==> src/rtl/fifo_unpack_lanes.sv <==
// fifo_unpack_lanes
//
// Width down-converter sitting between the SDRAM read FIFO and the VGA
// pixel FIFO. Each input word carries LANES pixels of OUT_W bits plus a
// lane-count tag. Tag 0 means all LANES pixels are valid. Tag k means only
// the first k lanes are valid. Every valid pixel is written to the output
// FIFO one at a time. Back-to-back words stream with no idle cycles, and
// the output FIFO's full flag stalls the converter without losing or
// repeating a pixel. Everything runs on the rising edge of iCLK.
//
// Parameters
//   OUT_W  pixel width (bits per output write)
//   LANES  pixels per input word (>= 2)
//
// Ports
//   iCLK           sole clock, shared with both FIFOs
//   iRST           asynchronous reset, active-high
//   iINFIFO_EMPTY  input FIFO empty
//   iINFIFO_DATA   {tag, lanes}; valid the cycle after oINFIFO_RDREQ
//   oINFIFO_RDREQ  input FIFO read request
//   iOUTFIFO_FULL  output FIFO full (backpressure)
//   oOUTFIFO_DATA  pixel to write
//   oOUTFIFO_WEN   output FIFO write enable
//   oBUSY          high while a word is being unpacked
//
// Configuration macro
//   UNPACK_LSB_FIRST_EN  when defined, lane 0 is the least significant
//                        pixel and lanes ascend towards the MSB, so a
//                        partial tag keeps the lowest k lanes. When it is
//                        undefined, lane 0 is the most significant pixel.
module fifo_unpack_lanes #(
    parameter int OUT_W = 8,
    parameter int LANES = 2
) (
    input  logic                                      iCLK,
    input  logic                                      iRST,
    input  logic                                      iINFIFO_EMPTY,
    input  logic [$clog2(LANES)+OUT_W*LANES-1:0]      iINFIFO_DATA,
    output logic                                      oINFIFO_RDREQ,
    input  logic                                      iOUTFIFO_FULL,
    output logic [OUT_W-1:0]                          oOUTFIFO_DATA,
    output logic                                      oOUTFIFO_WEN,
    output logic                                      oBUSY
);

    localparam int IN_W  = OUT_W * LANES;
    localparam int CNT_W = $clog2(LANES);
    localparam int NL_W  = $clog2(LANES + 1);

    typedef enum logic [1:0] {
        ST_IDLE,
        ST_LOAD,
        ST_EMIT
    } stateT;

    stateT              state;
    stateT              nextState;
    logic [IN_W-1:0]    wordR;
    logic [CNT_W-1:0]   laneCnt;
    logic [NL_W-1:0]    nLanesR;

    logic [CNT_W-1:0]   tagIn;
    logic [IN_W-1:0]    wordIn;
    logic [NL_W-1:0]    nLanesIn;
    logic               lastEmit;

    logic               rdReq;
    logic               wen;
    logic [OUT_W-1:0]   pixel;
    logic               loadWord;
    logic               incLane;

    // Picks one lane out of a packed word. The order of lanes depends on
    // the build option.
    function automatic logic [OUT_W-1:0] laneOf(input logic [IN_W-1:0]  w,
                                                input logic [CNT_W-1:0] idx);
        logic [OUT_W-1:0] r;
        r = '0;
        for (int i = 0; i < LANES; i++) begin
            if (idx == CNT_W'(i)) begin
`ifdef UNPACK_LSB_FIRST_EN
                r = w[i*OUT_W +: OUT_W];
`else
                r = w[IN_W-1-i*OUT_W -: OUT_W];
`endif
            end
        end
        return r;
    endfunction

    assign tagIn  = iINFIFO_DATA[CNT_W+IN_W-1 -: CNT_W];
    assign wordIn = iINFIFO_DATA[IN_W-1:0];

    // Decodes the tag into a lane count. Tag 0 means a full word. A tag
    // above LANES is treated as a full word, so an illegal tag can never
    // leave the converter waiting for a lane that does not exist.
    always_comb begin
        nLanesIn = NL_W'(LANES);
        if ((tagIn != '0) && (NL_W'(tagIn) <= NL_W'(LANES))) begin
            nLanesIn = NL_W'(tagIn);
        end
    end

    assign lastEmit = (NL_W'(laneCnt) == (nLanesR - NL_W'(1)));

    // Next-state and output logic. In ST_LOAD, lane 0 comes straight from
    // the FIFO output. This saves a cycle, and a new read is issued in the
    // same cycle as the last lane of the current word, so full words
    // stream with no gap between them.
    always_comb begin
        nextState = state;
        rdReq     = 1'b0;
        wen       = 1'b0;
        pixel     = '0;
        loadWord  = 1'b0;
        incLane   = 1'b0;
        case (state)
            ST_IDLE: begin
                rdReq = !iINFIFO_EMPTY;
                if (rdReq) begin
                    nextState = ST_LOAD;
                end
            end
            ST_LOAD: begin
                loadWord = 1'b1;
                pixel    = laneOf(wordIn, '0);
                wen      = !iOUTFIFO_FULL;
                if (iOUTFIFO_FULL) begin
                    nextState = ST_EMIT;
                end else if (nLanesIn == NL_W'(1)) begin
                    rdReq     = !iINFIFO_EMPTY;
                    nextState = rdReq ? ST_LOAD : ST_IDLE;
                end else begin
                    nextState = ST_EMIT;
                end
            end
            ST_EMIT: begin
                pixel = laneOf(wordR, laneCnt);
                wen   = !iOUTFIFO_FULL;
                if (!iOUTFIFO_FULL) begin
                    if (lastEmit) begin
                        rdReq     = !iINFIFO_EMPTY;
                        nextState = rdReq ? ST_LOAD : ST_IDLE;
                    end else begin
                        incLane = 1'b1;
                    end
                end
            end
            default: begin
                nextState = ST_IDLE;
            end
        endcase
    end

    // State register and word buffer. A word is captured only in ST_LOAD.
    // ST_LOAD is entered only after the previous word's last lane has been
    // written, so the buffer is never overwritten while it still holds
    // unsent lanes. If the output is full during load, lane 0 is resent
    // from the buffer.
    always_ff @(posedge iCLK or posedge iRST) begin
        if (iRST) begin
            state   <= ST_IDLE;
            wordR   <= '0;
            laneCnt <= '0;
            nLanesR <= '0;
        end else begin
            state <= nextState;
            if (loadWord) begin
                wordR   <= wordIn;
                nLanesR <= nLanesIn;
                laneCnt <= iOUTFIFO_FULL ? '0 : CNT_W'(1);
            end else if (incLane) begin
                laneCnt <= laneCnt + CNT_W'(1);
            end
        end
    end

    // All outputs are forced low while reset is held. Otherwise ST_IDLE
    // would raise a read request as soon as the input FIFO is non-empty.
    assign oINFIFO_RDREQ = rdReq & ~iRST;
    assign oOUTFIFO_WEN  = wen & ~iRST;
    assign oOUTFIFO_DATA = iRST ? '0 : pixel;
    assign oBUSY         = (state != ST_IDLE) & ~iRST;

endmodule

==> config.mk <==
export PLATFORM = sky130hd
export DESIGN_NAME = fifo_unpack_lanes
export DESIGN_NICKNAME = d
export VERILOG_FILES = /design/src/rtl/fifo_unpack_lanes.sv
export SDC_FILE = /design/constraint.sdc
export NUM_CORES = 1
export LEC_CHECK = 0
export BUFFER_PORTS_ARGS = -buffer_cell sky130_fd_sc_hd__buf_2
export CAP_MARGIN = 20
export CORE_UTILIZATION = 53
export CTS_BUF_LIST = sky130_fd_sc_hd__clkbuf_4
export CTS_CLUSTER_DIAMETER = 120
export CTS_CLUSTER_SIZE = 16
export DETAILED_ROUTE_END_ITERATION = 6
export PLACE_DENSITY = 0.82
export SYNTH_ARGS = -nofsm -noshare
export SYNTH_HDL_FRONTEND = slang
export SYNTH_SLANG_ARGS = --single-unit
==> constraint.sdc <==
create_clock -name iCLK -period 1.58 [get_ports iCLK]
set_input_delay 0.079 -clock iCLK [delete_from_list [all_inputs] [get_ports iCLK]]
set_output_delay 0.079 -clock iCLK [all_outputs]
set_load 0.005 [all_outputs]
Word level (Yosys, flattened, before mapping)
Cells that the tools add are included.

Word-level logic and storage cells: 50. Output and inout bits: 11. Bits of input ports: 21. Register bits after elaboration: 21.

Reduce and logical (&&, ||, !) cells: 8. Bitwise gates (word level): 4. Equal/unequal tests: 7. Add/subtract/negate cells: 2. Mux-type cells: 24. $lt $le $gt $ge: 1.

Operators by type and width (count): two-way mux 8 bit (2); case mux 8 bit (2 select lines) (1); two-way mux 1 bit (13); two-way mux 2 bit (6); inequality test 2 bit (second input constant) (3); case mux 2 bit (3 select lines) (1); == test 2 x 1 -> 1 bit (second input constant) (2); nonzero test 2 bit (2); bitwise AND 1 bit (3); case mux 1 bit (3 select lines) (1); AND reduction 3 bit (1); == test 1 x 2 -> 1 bit (1); == test 2 bit (second input constant) (1); <= comparator 1 x 2 -> 1 bit (second input constant) (1); zero test 1 bit (2); zero test 2 bit (1); OR reduction 2 bit (1); subtractor 2 x 1 -> 2 bit (second input constant) (1); adder 1 bit (second input constant) (1); logical AND 1 bit (1); NOT 1 bit (1).

Logic depth before layout (Yosys ltp)
Gate-level depths: netlist of the first run.

Word-level depth: 8. Mapped depth: 6. Gate-level depth less buffers: 5.

Least setup slack after synthesis of the first run
OpenSTA, ideal clock, no wires.

Path kind: register to output. Start point: register state[1]. End point: output port oOUTFIFO_DATA[5]. Stages on the path, launching flop included: 7. Data required time: 1.501 ns. Data arrival time: 1.306 ns. Setup slack: 0.195 ns. Buffers on the path: 2. Path through: dfrtp_1 > inv_1 > ha_1 > buf_2 > clkbuf_1 > nand2_1 > a21oi_1.

Longest elaborated chain between the ends: 3. Elaborated cells on any way between the ends: 4. Those cells by class: 2 x eq/ne; 2 x mux.

RTL lines: start: declaration (RTL line 56) `stateT state;`; start signal: assignment (RTL line 167) `state <= nextState;`; == test 2 bit / == test 2 x 1 -> 1 bit (equally long branches) (RTL line 117) `case (state)`; case mux 8 bit (2 select lines) (*) (RTL line 117); two-way mux 8 bit (*) (RTL line 182) `assign oOUTFIFO_DATA = iRST ? '0 : pixel;`; end: declaration (RTL line 41) `output logic [OUT_W-1:0] oOUTFIFO_DATA,`.

Mark *: on every way between the ends. The rest lies on a longest branch, timed or not.

Final worst setup path of the first run
Start point: register state[0]. End point: output port oINFIFO_RDREQ.

Longest elaborated chain between the ends: 3. Elaborated cells on any way between the ends: 5. Those cells by class: 2 x eq/ne; 1 x mux; 1 x bitwise; 1 x reduce/logical.

RTL lines: == test 2 bit, or another cell as far along (RTL line 117); case mux 1 bit (3 select lines) (*) (RTL line 117); bitwise AND 1 bit (*) (RTL line 180) `assign oINFIFO_RDREQ = rdReq & ~iRST;`; end: declaration (RTL line 39) `output logic oINFIFO_RDREQ,`.

Marked as above.

==> results of run 1 <==
worst max-delay path: stages (launching register included):
cell and delay, ns:
dfrtp_1 0.43, buf_4 0.16, ha_4 0.17, nand3b_1 0.12
nand2_1 0.08, o21a_1 0.19, buf_2 0.13
cells by family (layout without fill, tap and decap cells):
logic type | Yosys count | count (layout) | synth area share, %
buffers and inverters | 20 | 78 | 7.12
adder cells (fa/ha/maj) | 4 | 4 | 4.32
flip-flops | 21 | 21 | 45.3
AO/OA/AOI/OAI | 25 | 25 | 13.7
multiplexers | 20 | 20 | 19.2
AND/OR/NAND/NOR | 26 | 26 | 10.4
through the flow:
| step | worst slack [ns] | total power [mW] |
|---|---|---|
| 2_1_floorplan | 0.195 | 1.93 |
| 6_report | -0.103 | 3.05 |
| 5_1_grt | -0.152 | 3.22 |
| 3_3_place_gp | 0.165 | 2.20 |
| 4_1_cts | -0.0243 | 2.82 |
| 3_5_place_dp | 0.126 | 2.27 |
state kept, by name (all words and copies together), names as in the netlist:
signal	count
wordR	16
state	2
nLanesR	2
laneCnt	1
what timing repair did:
item,CTS,global route
setup endpoints to repair,10,12
hold buffers,11,0
gates resized for setup,12,11
setup buffers,8,3
pin swaps,2,3
endpoints found under the hold margin,31,0
Yosys cell counts (2+ instances only):
master,instances
dfrtp_1,21
mux2_2,18
nand2_1,18
inv_1,15
a21oi_1,9
o21ai_0,9
ha_1,4
buf_2,3
nor2_1,3
mux2i_1,2
power groups by stage:
stage	sequential, mW	combinational [mW]	clock (mW)
finish	0.966	1.80	0.283
global placement	0.948	1.25	0
CTS	0.949	1.59	0.287
detailed placement	0.970	1.30	0
global route	1.00	1.91	0.311
floorplan	0.920	1.01	0
layout make-up:
class,instances,area (um2)
Timing Repair Buffer,59,423
Sequential cell,21,526
Tap cell,27,33.8
Inverter,15,56.3
Multi-Input combinational cell,75,614
Fill cell,104,319
Clock buffer,4,30.0
worst paths after layout:
kind / startpoint / to
worst max register to register: state[1] / state[1]
worst min register to register: wordR[2] / wordR[2]
worst min-delay path: iINFIFO_DATA[11] / wordR[11]
worst max-delay path: state[0] / oINFIFO_RDREQ
max in group asynchronous: iRST / wordR[9]
min in group asynchronous: iRST / state[0]
metal layers:
metal	global-route usage, %	part of all wire (%)
met1	29.8	41
met2	48.8	50
met3	4.36	4.1
met4	17.2	4.7
met5	0	0
==> impl_metrics.toml, run 1 <==
[pwr]
swShare_pct = 38.2
p_per_area_nw_per_um2 = 1810
combPwrFrac_pct = 59.0
p_sw_mw = 1.16
seq_power_share_pct = 31.7
p_leak_nw = 0.823
intPower_mw = 1.88
p_clk_share_pct = 9.3
ir_drop_uv = 1180

[clocking]
root_buffer = "clkbuf_4"
cts.path.max_buffers = 2
cts_tree = "built"
worstSkewPairLatency_ns = 0.31
clock_sinks = 21
htreeDepth = 1
clkSlewWorstSetupHoldPaths_ns = 0.11
numCtsBuffers = 3

[floorplan]
rows = 16
initial_utilization_pct = 57.9
dieArea_um2 = 2380
die_w_um = 48.8
fp.dieH_um = 48.8
core_um2 = 2000
io_pins = 32

[final_layout]
layout-drive-gt1-share_pct = 48.3
final_cell_mix = "31 x buf_2, 21 x dfrtp_1, 17 x nand2_1, 17 x mux2_2, 13 x inv_1"
utilization_pct = 84.1
stdcell_area_um2 = 1680
fin_nets = 200
n_antenna_cell = 0
syn2layout_area_growth_pct = 45.1
layout.cells.most_common = "buf_2"
instances_no_fill = 201

[timing]
finalSetupViolations = 8
layout_setup_ws_ns = -0.103
max_clock_freq_ghz = 0.594
worstMarginPinSlew_ns = 0.277
drv_slew = 0
rsz0062_at_grt = "true"
hold_ws_ns = 0.00236
fin_setup_tns_ns = -0.240
relSlewSlack_pct = 81.5
finalClockSkew_ns = 0.00169
hold_viol = 0
post-route-min-period_ns = 1.68
finalCritPeriodShare_pct = 107

[route]
drc = 0
drt-initial-drc-count = 51
routedWlPerCell_um = 15.9
wirelength_um = 3190
ant_nets = 0
vias_per_cell = 5.43
dr.pass1.iters = 4
dr_total_vias = 1091

[grt]
grt_pass1_vias = 1068
antenna_found_initial = 0
grt_pass1_wl_um = 4730
grt.total_usage_pct = 27.3
grt_remaining_overflow = 0
grt_max_degree = 22

[synthesis]
syn_area_per_cell_um2 = 10.0
yosys.area.top_type = "dfrtp_1"
synthFlopType = "dfrtp_1"
async_reset_ff_share_pct = 100
synth_area_leaders = "dfrtp_1 45%, mux2_2 17%, nand2_1 5.8%"
syn_nets = 141
netlist.area_leader.share_pct = 45.3
synth.yosys.seq_area_share_pct = 45.3
synth_edf_count = 0
netlist_area_um2 = 1160
netlist_instances = 116
yosysWarnings = 0
ys_types = 24
ys_seq_elements = 21

[critical_path]
worstPathArrival_ns = 1.60
worstRegToRegCells = 6
cp-end-kind = "output pin"
critPathRequiredTime_ns = 1.50
timing.reg2reg.setup_slack_ns = 0.03
crit_path_start_kind = "register"
crit_fanout = 3
critPathKind = "register to output pin"

[job]
drv_cap = 0

[placement]
dpl_cell_area_um2 = 1370
gp_congestion = 0.841
dpl.cell_count = 175
io_buffers = 31
hpwlAfterDp_um = 1700

[status]
violations = "negative setup slack"
outcome = "finished, violations left"

[worst_hold_path]
holdCritPathClass = "input pin to register"
holdPathStages = 3
No activity file was read; power rests on OpenSTA's default activity.
==> inputs of run 2 (changes only) <==
--- a/config.mk
+++ b/config.mk
@@ -8,7 +8,7 @@
 export BUFFER_PORTS_ARGS = -buffer_cell sky130_fd_sc_hd__buf_2
 export CAP_MARGIN = 20
 export CORE_UTILIZATION = 53
-export CTS_BUF_LIST = sky130_fd_sc_hd__clkbuf_4
+export CTS_BUF_LIST = sky130_fd_sc_hd__clkbuf_8
 export CTS_CLUSTER_DIAMETER = 120
 export CTS_CLUSTER_SIZE = 16
 export DETAILED_ROUTE_END_ITERATION = 6
==> impl_metrics.toml, run 2 (synthesis gave the netlist of run 1 again) <==
[timing]
post-route-min-period_ns = 1.61
rsz0062_at_grt = "true"
max_clock_freq_ghz = 0.620
finalCritPeriodShare_pct = 102
hold_viol = 0
relSlewSlack_pct = 81.6
drv_slew = 0
layout_setup_ws_ns = -0.0325
finalClockSkew_ns = 0.00542
finalSetupViolations = 1
worstMarginPinSlew_ns = 0.276

[route]
drc = 0
vias_per_cell = 5.35
drt-initial-drc-count = 24
dr.pass1.iters = 4
wl_met1_um = 1190
dr_wl_met3_um = 133
routedWlPerCell_um = 15.4
met2_wirelength_um = 1470
wirelength_um = 2870
dr_total_vias = 995
dr.max_layer_used = "met4"
ant_nets = 0

[clocking]
clkSlewWorstSetupHoldPaths_ns = 0.08
numCtsBuffers = 3
clock_sinks = 21
worstSkewPairLatency_ns = 0.27
htreeDepth = 1
cts_tree = "built"
root_buffer = "clkbuf_8"
cts.path.max_buffers = 2

[pwr]
ir_drop_uv = 1170
p_leak_nw = 0.761
p_total_mw = 3.00
p_per_area_nw_per_um2 = 1930

[final_layout]
fin_nets = 185
final_cell_mix = "31 x buf_2, 20 x dfrtp_1, 18 x mux2_2"
syn2layout_area_growth_pct = 34.3
layout-drive-gt1-share_pct = 48.4
instances_no_fill = 186
layout.cells.most_common = "buf_2"
n_antenna_cell = 0
largest_reg_flops = 16
reg.largest.list = "wordR: 16 flops, nLanesR: 2 flops, state: 2 flops"
top_register = "wordR"
stdcell_area_um2 = 1560

[grt]
antenna_found_initial = 0
grt_pass1_wl_um = 4190
grt_pass1_vias = 916
grt.total_usage_pct = 23.6
grt_max_degree = 22
grt_remaining_overflow = 0

[worst_hold_path]
whs_endpoint = "wordR[13]"
min_from = "iINFIFO_DATA[13]"
holdPathStages = 3
holdCritPathClass = "input pin to register"

[critical_path]
crit_fanout = 8
r2r-start = "state[1]"
worstPathArrival_ns = 1.53
worstRegToRegCells = 6
timing.rr.end = "state[1]"
critPathKind = "register to output pin"
cp-end-kind = "output pin"
critPathRequiredTime_ns = 1.50
crit_path_start_kind = "register"
timing.reg2reg.setup_slack_ns = 0.01

[job]
drv_cap = 0

[floorplan]
dieArea_um2 = 2380
rows = 16
die_w_um = 48.8
io_pins = 32
initial_utilization_pct = 57.9
fp.dieH_um = 48.8
core_um2 = 2000

[placement]
gp_congestion = 0.841
io_buffers = 31
dpl_cell_area_um2 = 1370
dpl.cell_count = 175
hpwlAfterDp_um = 1700

[status]
outcome = "finished, violations left"
violations = "negative setup slack"
-- run 2: timing repair --
action	in CTS	in global routing
hold buffers	1	0
gates resized for setup	8	13
hold endpoints to repair	21	0
setup buffers	0	6
endpoints found under the setup margin	10	10
pin swaps	0	2
-- run 2: worst max path at each step --
stage,start,endpoint,depth (start not counted)
finish,state[1],oINFIFO_RDREQ,7
global route,state[0],oINFIFO_RDREQ,7
CTS,state[1],oOUTFIFO_DATA[6],6
detailed placement,state[0],state[1],5
global placement,state[0],state[1],5
floorplan,state[1],oOUTFIFO_DATA[5],6
-- run 2: power breakdown --
| group | total (mW) | internal, mW | switching, mW |
|---|---|---|---|
| combinational | 1.65 | 0.889 | 0.757 |
| clock | 0.352 | 0.174 | 0.178 |
| sequential | 1.00 | 0.814 | 0.187 |
-- run 2: routing by layer --
metal	GRT usage [%]	up-vias
met1	29.4	474
met4	12.7	0
li1	-	474
met3	3.43	10
met2	39.6	37
met5	0	-
-- run 2: through the flow --
| step | util (%) | setup TNS, ns | hold WS [ns] | worst slack, ns |
|---|---|---|---|---|
| final | 77.8 | -0.0325 | 0.0369 | -0.0325 |
| after detailed placement | 68.3 | 0 | 0.176 | 0.126 |
| after global routing | 77.8 | -0.167 | 0.0504 | -0.0720 |
| after floorplan | - | 0 | 0.0638 | 0.195 |
| after global placement | 68.3 | 0 | 0.172 | 0.165 |
| after CTS | 72.3 | -0.0875 | 0.0420 | -0.0275 |
-- run 2: worst max-delay path, cell delays in order (launching register included) --
cell and delay, ns:
dfrtp_1 0.43, buf_6 0.14, ha_4 0.16, buf_8 0.14
nand2b_4 0.06, a21oi_2 0.03, o21a_1 0.17, buf_2 0.13
-- run 2: final cells by class --
type | instances | area, um2
Clock buffer | 3 | 41.3
Clock inverter | 1 | 3.75
Fill cell | 131 | 444
Inverter | 15 | 58.8
Multi-Input combinational cell | 75 | 612
Sequential cell | 21 | 527
Tap cell | 27 | 33.8
Timing Repair Buffer | 44 | 282
==> inputs of run 3 (changes only) <==
--- a/config.mk
+++ b/config.mk
@@ -7,12 +7,13 @@
 export LEC_CHECK = 0
 export BUFFER_PORTS_ARGS = -buffer_cell sky130_fd_sc_hd__buf_2
 export CAP_MARGIN = 20
-export CORE_UTILIZATION = 53
+export CORE_UTILIZATION = 57
 export CTS_BUF_LIST = sky130_fd_sc_hd__clkbuf_8
 export CTS_CLUSTER_DIAMETER = 120
 export CTS_CLUSTER_SIZE = 16
 export DETAILED_ROUTE_END_ITERATION = 6
-export PLACE_DENSITY = 0.82
+export PLACE_DENSITY = 0.87
+export SETUP_SLACK_MARGIN = 0.1
 export SYNTH_ARGS = -nofsm -noshare
 export SYNTH_HDL_FRONTEND = slang
 export SYNTH_SLANG_ARGS = --single-unit
==> constraint.sdc (replaced) <==
create_clock -name iCLK -period 2 [get_ports iCLK]
set_input_delay 0.1 -clock iCLK [delete_from_list [all_inputs] [get_ports iCLK]]
set_output_delay 0.1 -clock iCLK [all_outputs]
set_load 0.005 [all_outputs]
==> impl_metrics.toml, run 3 (synthesis gave the netlist of run 1 again) <==
[pwr]
ir_drop_uv = 810
p_per_area_nw_per_um2 = 1450
p_leak_nw = 0.696
p_total_mw = 2.02

[critical_path]
critPathKind = "register to output pin"
timing.reg2reg.setup_slack_ns = 0.44
worstPathArrival_ns = 1.67
critPathBufInv = 1
crit_chain = "or3b_4 > a21oi_1 > o21a_1 > buf_2"
critPathRequiredTime_ns = 1.90
max_stage_delay_ns = 0.54
cp-end-kind = "output pin"
slowest_stage = "dfrtp_1"
timing.rr.end = "state[1]"
crit_family = "flip-flops"
worstRegToRegCells = 3
crit_path_start_kind = "register"
r2r-start = "laneCnt"
crit_fanout = 11

[worst_hold_path]
holdPathStages = 3
holdCritPathClass = "input pin to register"
min_from = "iINFIFO_DATA[10]"
whs_endpoint = "wordR[10]"

[grt]
grt.total_usage_pct = 25.1
grt_pass1_vias = 969
grt_remaining_overflow = 0
grt_max_degree = 22
grt_pass1_wl_um = 3820
antenna_found_initial = 0

[timing]
relSlewSlack_pct = 70.9
hold_viol = 0
hold_ws_ns = 0.0667
post-route-min-period_ns = 1.77
drv_slew = 0
rsz0062_at_grt = "false"
finalClockSkew_ns = 0.00308
fin_setup_tns_ns = 0
max_clock_freq_ghz = 0.564
finalCritPeriodShare_pct = 88.7
worstMarginPinSlew_ns = 0.436
finalSetupViolations = 0
layout_setup_ws_ns = 0.225

[final_layout]
layout-drive-gt1-share_pct = 39.3
largest_reg_flops = 16
top_register = "wordR"
fillerInstances = 129
instances_no_fill = 175
reg.largest.list = "wordR: 16 flops, nLanesR: 2 flops, state: 2 flops"
stdcell_area_um2 = 1400
layout.cells.most_common = "buf_2"
seqCellArea_um2 = 526
utilization_pct = 76.9
syn2layout_area_growth_pct = 20.7
multiInputGateArea_um2 = 554
n_antenna_cell = 0
fin_nets = 176
final_cell_mix = "31 x buf_2, 21 x dfrtp_1, 18 x nand2_1, 18 x mux2_2, 16 x inv_1"

[route]
drt-initial-drc-count = 11
dr_total_vias = 922
routedWlPerCell_um = 12.9
ant_nets = 0
vias_per_cell = 5.27
drc = 0
dr.pass1.iters = 4
wirelength_um = 2260

[clocking]
cts_tree = "built"
root_buffer = "clkbuf_8"
clkSlewWorstSetupHoldPaths_ns = 0.08
numCtsBuffers = 3
clock_sinks = 21
worstSkewPairLatency_ns = 0.26
htreeDepth = 1
cts.path.max_buffers = 2

[placement]
pre_cts_ws_ns = 0.338
dpl.cell_count = 170
gp_congestion = 0.801
io_buffers = 31
hpwlAfterDp_um = 1670
dpl_cell_area_um2 = 1340

[floorplan]
die_w_um = 47.1
io_pins = 32
fp.dieH_um = 47.1
core_um2 = 1820
rows = 15
initial_utilization_pct = 63.7
dieArea_um2 = 2220

[job]
drv_cap = 0

[status]
outcome = "complete, no violations"
-- run 3: cell count changes in the layout (fill, tap and decap cells not counted), moves of 2 or more --
cell     previous run  this run
a21oi_1             7         9
a21oi_2             2         0
buf_4               8         3
buf_8               3         0
ha_1                1         3
ha_4                3         0
inv_1              14        16
-- run 3: worst max-delay path by stage --
stage          startpoint                to  slack [ns]  depth (start not counted)
2_1_floorplan    state[1]  oOUTFIFO_DATA[5]        0.59                          6
3_3_place_gp     state[0]          state[1]        0.44                          5
3_5_place_dp     state[0]          state[1]        0.34                          5
4_1_cts          state[0]     oINFIFO_RDREQ        0.17                          6
5_1_grt           laneCnt     oINFIFO_RDREQ        0.15                          4
6_report          laneCnt     oINFIFO_RDREQ        0.23                          4
-- run 3: layer usage --
layer	global-route usage (%)	vias up	share of wire, %
li1	-	458	-
met1	28.1	438	43
met2	43.6	21	52
met3	5.77	5	2.8
met4	14.3	0	1.7
met5	0	-	0
-- run 3: final cells by class --
cell class / instances / share of cell area (%)
clock buffer: 3 / 2.95
tap: 25 / 2.23
inverter: 15 / 4.02
clock inverter: 1 / 0.268
sequential: 21 / 37.5
timing repair buffer: 35 / 13.4
multi-input combinational: 75 / 39.6
-- run 3: where the power goes --
part | internal, mW | switching [mW] | total [mW] | leakage (nW)
Sequential | 0.641 | 0.149 | 0.789 | 0.252
Combinational | 0.504 | 0.459 | 0.963 | 0.417
Clock | 0.137 | 0.135 | 0.272 | 0.0269
Total | 1.28 | 0.743 | 2.02 | 0.696
-- run 3: repair_timing --
item / 4_1_cts / 5_1_grt
setup buffers: 0 / 0
hold endpoints to repair: 21 / 0
setup endpoints to repair: 0 / 1
hold buffers: 1 / 0
gates resized for setup: 0 / 1
-- run 3: worst reg2reg max path, stage by stage, from the launching register on --
cell and delay, ns:
dfrtp_1 0.54, or3b_4 0.49, a31oi_4 0.23, mux2i_1 0.22
